`config.mk`:
```
export PLATFORM = sky130hd
export DESIGN_NAME = serial_adder_ctrl
export DESIGN_NICKNAME = d
export VERILOG_FILES = /design/src/rtl/serial_adder_ctrl.sv
export SDC_FILE = /design/constraint.sdc
export NUM_CORES = 1
export LEC_CHECK = 0
export ABC_AREA = 1
export BUFFER_PORTS_ARGS = -buffer_cell sky130_fd_sc_hd__buf_2
export CAP_MARGIN = 20
export CORE_MARGIN = 1.5
export CORE_UTILIZATION = 45
export DETAILED_ROUTE_END_ITERATION = 12
export PLACE_DENSITY = 0.77
export SETUP_SLACK_MARGIN = 0.05
export SLEW_MARGIN = 40
export SYNTH_ARGS = -nofsm -noshare
export SYNTH_HDL_FRONTEND = slang
export SYNTH_SLANG_ARGS = --single-unit
```
`constraint.sdc`:
```
create_clock -name clk -period 1.06 [get_ports clk]
set_input_delay 0.053 -clock clk [delete_from_list [all_inputs] [get_ports clk]]
set_output_delay 0.053 -clock clk [all_outputs]
set_load 0.05 [all_outputs]
```
`src/rtl/serial_adder_ctrl.sv`:
```
// Bit-serial adder: one full-adder cell reused over WIDTH cycles under a
// three-state controller (IDLE -> SHIFT -> DONE -> IDLE).

module fullAdder (
    input  logic inA,
    input  logic inB,
    input  logic carryIn,
    output logic sum,
    output logic carryOut
);
    assign sum      = inA ^ inB ^ carryIn;
    assign carryOut = (inA & inB) | (carryIn & (inA ^ inB));
endmodule

module serial_adder_ctrl #(
    parameter int WIDTH = 8
) (
    input  logic             clk,
    input  logic             rstN,
    input  logic             start,
    input  logic [WIDTH-1:0] opA,
    input  logic [WIDTH-1:0] opB,
    input  logic             carryIn,
    output logic             busy,
    output logic             done,
    output logic [WIDTH-1:0] sum,
    output logic             carryOut
);
    localparam int CW = $clog2(WIDTH + 1);
    localparam logic [CW-1:0] LAST = CW'(WIDTH - 1);

    typedef enum logic [1:0] {
        IDLE  = 2'd0,
        SHIFT = 2'd1,
        DONE  = 2'd2
    } state_t;

    state_t           state;
    logic [WIDTH-1:0] a_sh;
    logic [WIDTH-1:0] b_sh;
    logic [WIDTH-2:0] res_sh;
    logic             cy;
    logic [CW-1:0]    cnt;
    logic             fa_sum;
    logic             fa_cout;
    logic [WIDTH-1:0] res_nxt;

    fullAdder u_fa (
        .inA      (a_sh[0]),
        .inB      (b_sh[0]),
        .carryIn  (cy),
        .sum      (fa_sum),
        .carryOut (fa_cout)
    );

    // Result builds from the top; the oldest bit falls off once complete.
    assign res_nxt = {fa_sum, res_sh};

    always_ff @(posedge clk or negedge rstN) begin
        if (!rstN) begin
            state    <= IDLE;
            a_sh     <= '0;
            b_sh     <= '0;
            res_sh   <= '0;
            cy       <= 1'b0;
            cnt      <= '0;
            busy     <= 1'b0;
            done     <= 1'b0;
            sum      <= '0;
            carryOut <= 1'b0;
        end else begin
            case (state)
                IDLE: begin
                    if (start) begin
                        a_sh  <= opA;
                        b_sh  <= opB;
                        cy    <= carryIn;
                        cnt   <= '0;
                        busy  <= 1'b1;
                        state <= SHIFT;
                    end
                end
                SHIFT: begin
                    a_sh   <= a_sh >> 1;
                    b_sh   <= b_sh >> 1;
                    res_sh <= res_nxt[WIDTH-1:1];
                    cy     <= fa_cout;
                    cnt    <= cnt + 1'b1;
                    if (cnt == LAST) begin
                        sum      <= res_nxt;
                        carryOut <= fa_cout;
                        busy     <= 1'b0;
                        done     <= 1'b1;
                        state    <= DONE;
                    end
                end
                DONE: begin
                    done  <= 1'b0;
                    state <= IDLE;
                end
                default: begin
                    busy  <= 1'b0;
                    done  <= 1'b0;
                    state <= IDLE;
                end
            endcase
        end
    end
endmodule
```
==> impl_results.md <==
- Status: finished with violations
- Violated checks: setup timing
- Worst Skew: 11.4 ps
- Worst setup EP type: flip-flop
- Inserted Diodes: 0
- RSZ-0062 raised after global routing: yes
- Setup ws final: -121 ps
- Hold Crit Endpoint: a_sh[1]
- Worst reg2reg path startpoint: state[1]
- Tcrit/Tclk final: 111%
- Overall Power: 8430 uW
- Worst EP arrival: 1400 ps
- Worst min-delay path class: input pin to flip-flop
- GRT met3 Usage: 6.67%
- TritonCTS clock tree: yes
- Mapped Nets: 251
- CP startpoint kind: flip-flop
- Area growth syn-to-layout: 39.7%
- Grt met2 use: 36.0%
- TritonCTS Buffers: 5
- Setup CP Type: flip-flop to flip-flop
- Synth cell types: 19
- Die area: 4580 sq um
- HPWL after DPL: 2630 microns
- F_max: 847 MHz
- First-pass GRT wire length: 7250 microns
- Slew Limit Fails: 0
- R2r setup slk: -120 ps
- Row cnt: 23
- Mapped Area: 1880 sq um
- Core Region: 4000 sq um
- Via density per instance: 4.83
- Wire per inst: 12.4 microns
- Initial antenna violation count: 0
- Clock Power Share: 15.4%
- Min-delay src: opA[1]
- Final std cells w/o fill: 341
- H-tree Lvls: 2
- Top Ports: 31
- Met1 Usage GRT: 27.5%
- MaxCap Viol Count: 0
- Layout cell share with drive strength beyond 1: 34.7%
- Synth Area per Inst: 8.23 sq um
- P_sw: 3680 uW
- Pwr dens: 3200 nW/um^2
- First-iteration detailed-routing DRC count: 119
- Worst R2R End: cnt[2]
- Static leakage: 0.00140 uW
- RePlAce Congestion: 0.795
- Pint: 4750 uW
- Synthesis Warnings: 0
- Worst Path Required: 1280 ps
- Slew @ Worst Pin: 250 ps
- IO buf count: 30
- Drt total wl: 4240 microns
- Number of global-route vias before repair: 1639
- Post-layout min period: 1180 ps
- Hold Fails Final Rpt: 0
- Register-to-Register Path Depth: 5
- Comb power frac: 51.5%
- Final setup viols: 35
- GRT Overall Usage: 21.7%
- Die outline height: 67.7 microns
- CTS clk-pin slew, worst paths: 90 ps
- Register area share after synthesis: 54.4%
- Cells after Synth: 229
- Worst-case clock buffer depth: 2
- Drt first pass iters: 4
- Via count: 1647
- Sequential Power Share: 33.1%
- Post-layout util: 65.8%
- Setup WS pre-CTS: -128 ps
- Dpl cells: 321
- Hold Slack: 29.2 ps
- Clock Sinks: 41
- Clock Latency Late Sink: 310 ps
- DIE WIDTH: 67.7 microns
- Most Crowded Layer GR: met2
- Total congestion overflow: 0
- Maximum number of pins on one net before global-route repair: 42
- Worst vdd ir: 0.00138 V
- Critical path fanouts, max: 6
- Antenna viol nets, final: 0
- Final #Nets: 312
- Sw Ratio: 43.7%
- Relative slew slack: 83.4%
- DRC viols: 0
- Hold Path Depth: 5
- Root buffer cell: clkbuf_8
- Initial core utilization: 47.1%
- Synth Register Bits: 41
[cell usage after synthesis]
library cell | number | area [sq um]
nand2_1 | 98 | 368
dfrtp_1 | 41 | 1030
nand3_1 | 20 | 100
nor2_1 | 20 | 75.1
inv_1 | 16 | 60.1
nand3b_1 | 8 | 60.1
o21ai_0 | 7 | 35.0
buf_2 | 5 | 25.0
buf_6 | 2 | 22.5
nand2_4 | 2 | 22.5
o21ai_2 | 2 | 17.5
a21oi_1 | 1 | 5.00
buf_4 | 1 | 7.51
fa_1 | 1 | 20.0
ha_1 | 1 | 12.5
inv_2 | 1 | 3.75
nand4_1 | 1 | 6.26
nor2_2 | 1 | 6.26
nor2_4 | 1 | 11.3
[cell families (layout without fill, tap and decap cells)]
logic type / Yosys count / count (layout) / synth area share, %
AO/OA/AOI/OAI: 10 / 10 / 3.05
buffers and inverters: 25 / 84 / 6.31
AND/OR/NAND/NOR: 151 / 154 / 34.5
flip-flops: 41 / 41 / 54.4
adder cells (fa/ha/maj): 2 / 2 / 1.73
[cell type report]
cell class	instances	area [sq um]
multi-input combinational	166	901
clock inverter	3	46.3
inverter	17	66.3
sequential	41	1030
timing repair buffer	59	460
tap	50	62.6
fill	344	1370
clock buffer	5	68.8
[worst max-delay path, cell delays in order (launching register included)]
cell and delay, ps:
dfrtp_2 460, nor2_2 170, buf_6 160, buf_4 110
nand2_1 50, o21ai_0 140
[registers in the layout, indices dropped and copies added (netlist names)]
name / flops
busy: 1
state: 2
cy: 1
res_sh: 7
sum: 8
cnt: 4
done: 1
b_sh: 8
carryOut: 1
a_sh: 8
[power by group through the flow]
stage	Combinational, uW	Sequential (uW)	Clock (uW)
floorplan	1900	3370	0
global placement	3560	2730	0
detailed placement	3660	2740	0
CTS	4230	2760	1330
global route	4810	2880	1390
finish	4350	2790	1290
[worst max path at each step]
stage / start / slack (ps) / depth (start not counted) / endpoint
2_1_floorplan: a_sh[0] / -50 / 3 / res_sh[6]
3_3_place_gp: state[0] / -90 / 6 / a_sh[0]
3_5_place_dp: state[0] / -130 / 6 / sum[7]
4_1_cts: state[1] / -100 / 6 / a_sh[6]
5_1_grt: state[1] / -160 / 5 / cnt[2]
6_report: state[1] / -120 / 5 / cnt[2]
[routing by layer]
metal / up-vias / routed length, microns
li1: 838 / -
met1: 754 / 1880
met2: 50 / 2080
met3: 5 / 234
met4: 0 / 40
met5: - / 0
[through the flow]
stage / area [sq um] / setup TNS [ps]
after global placement: 2230 / -1440
after floorplan: 1900 / -718
after CTS: 2580 / -2090
after global routing: 2630 / -4210
final: 2630 / -2140
after detailed placement: 2230 / -2590
[repair_timing]
action,CTS,global route
hold endpoints to repair,43,0
hold buffers,3,0
setup endpoints to repair,41,51
cloned,6,0
pin swaps,17,5
resized for setup,40,21
buffers inserted,2,1
[layout by cell type, fill, tap and decap left out, types with 3 or more instances in the layout]
master / synthesis / final
buf_2: 5 / 21
nor2_1: 20 / 18
nand3_1: 20 / 17
nand2_4: 2 / 5
o21ai_0: 7 / 7
dfrtp_1: 41 / 40
nand3b_1: 8 / 8
nand2_2: 0 / 14
nor2_4: 1 / 4
buf_4: 1 / 16
nand2_1: 98 / 81
buf_6: 2 / 10
inv_1: 16 / 14
clkbuf_4: 0 / 7
clkbuf_8: 0 / 5
dlygate4sd3_1: 0 / 3
(Power assumes the default switching activity.)
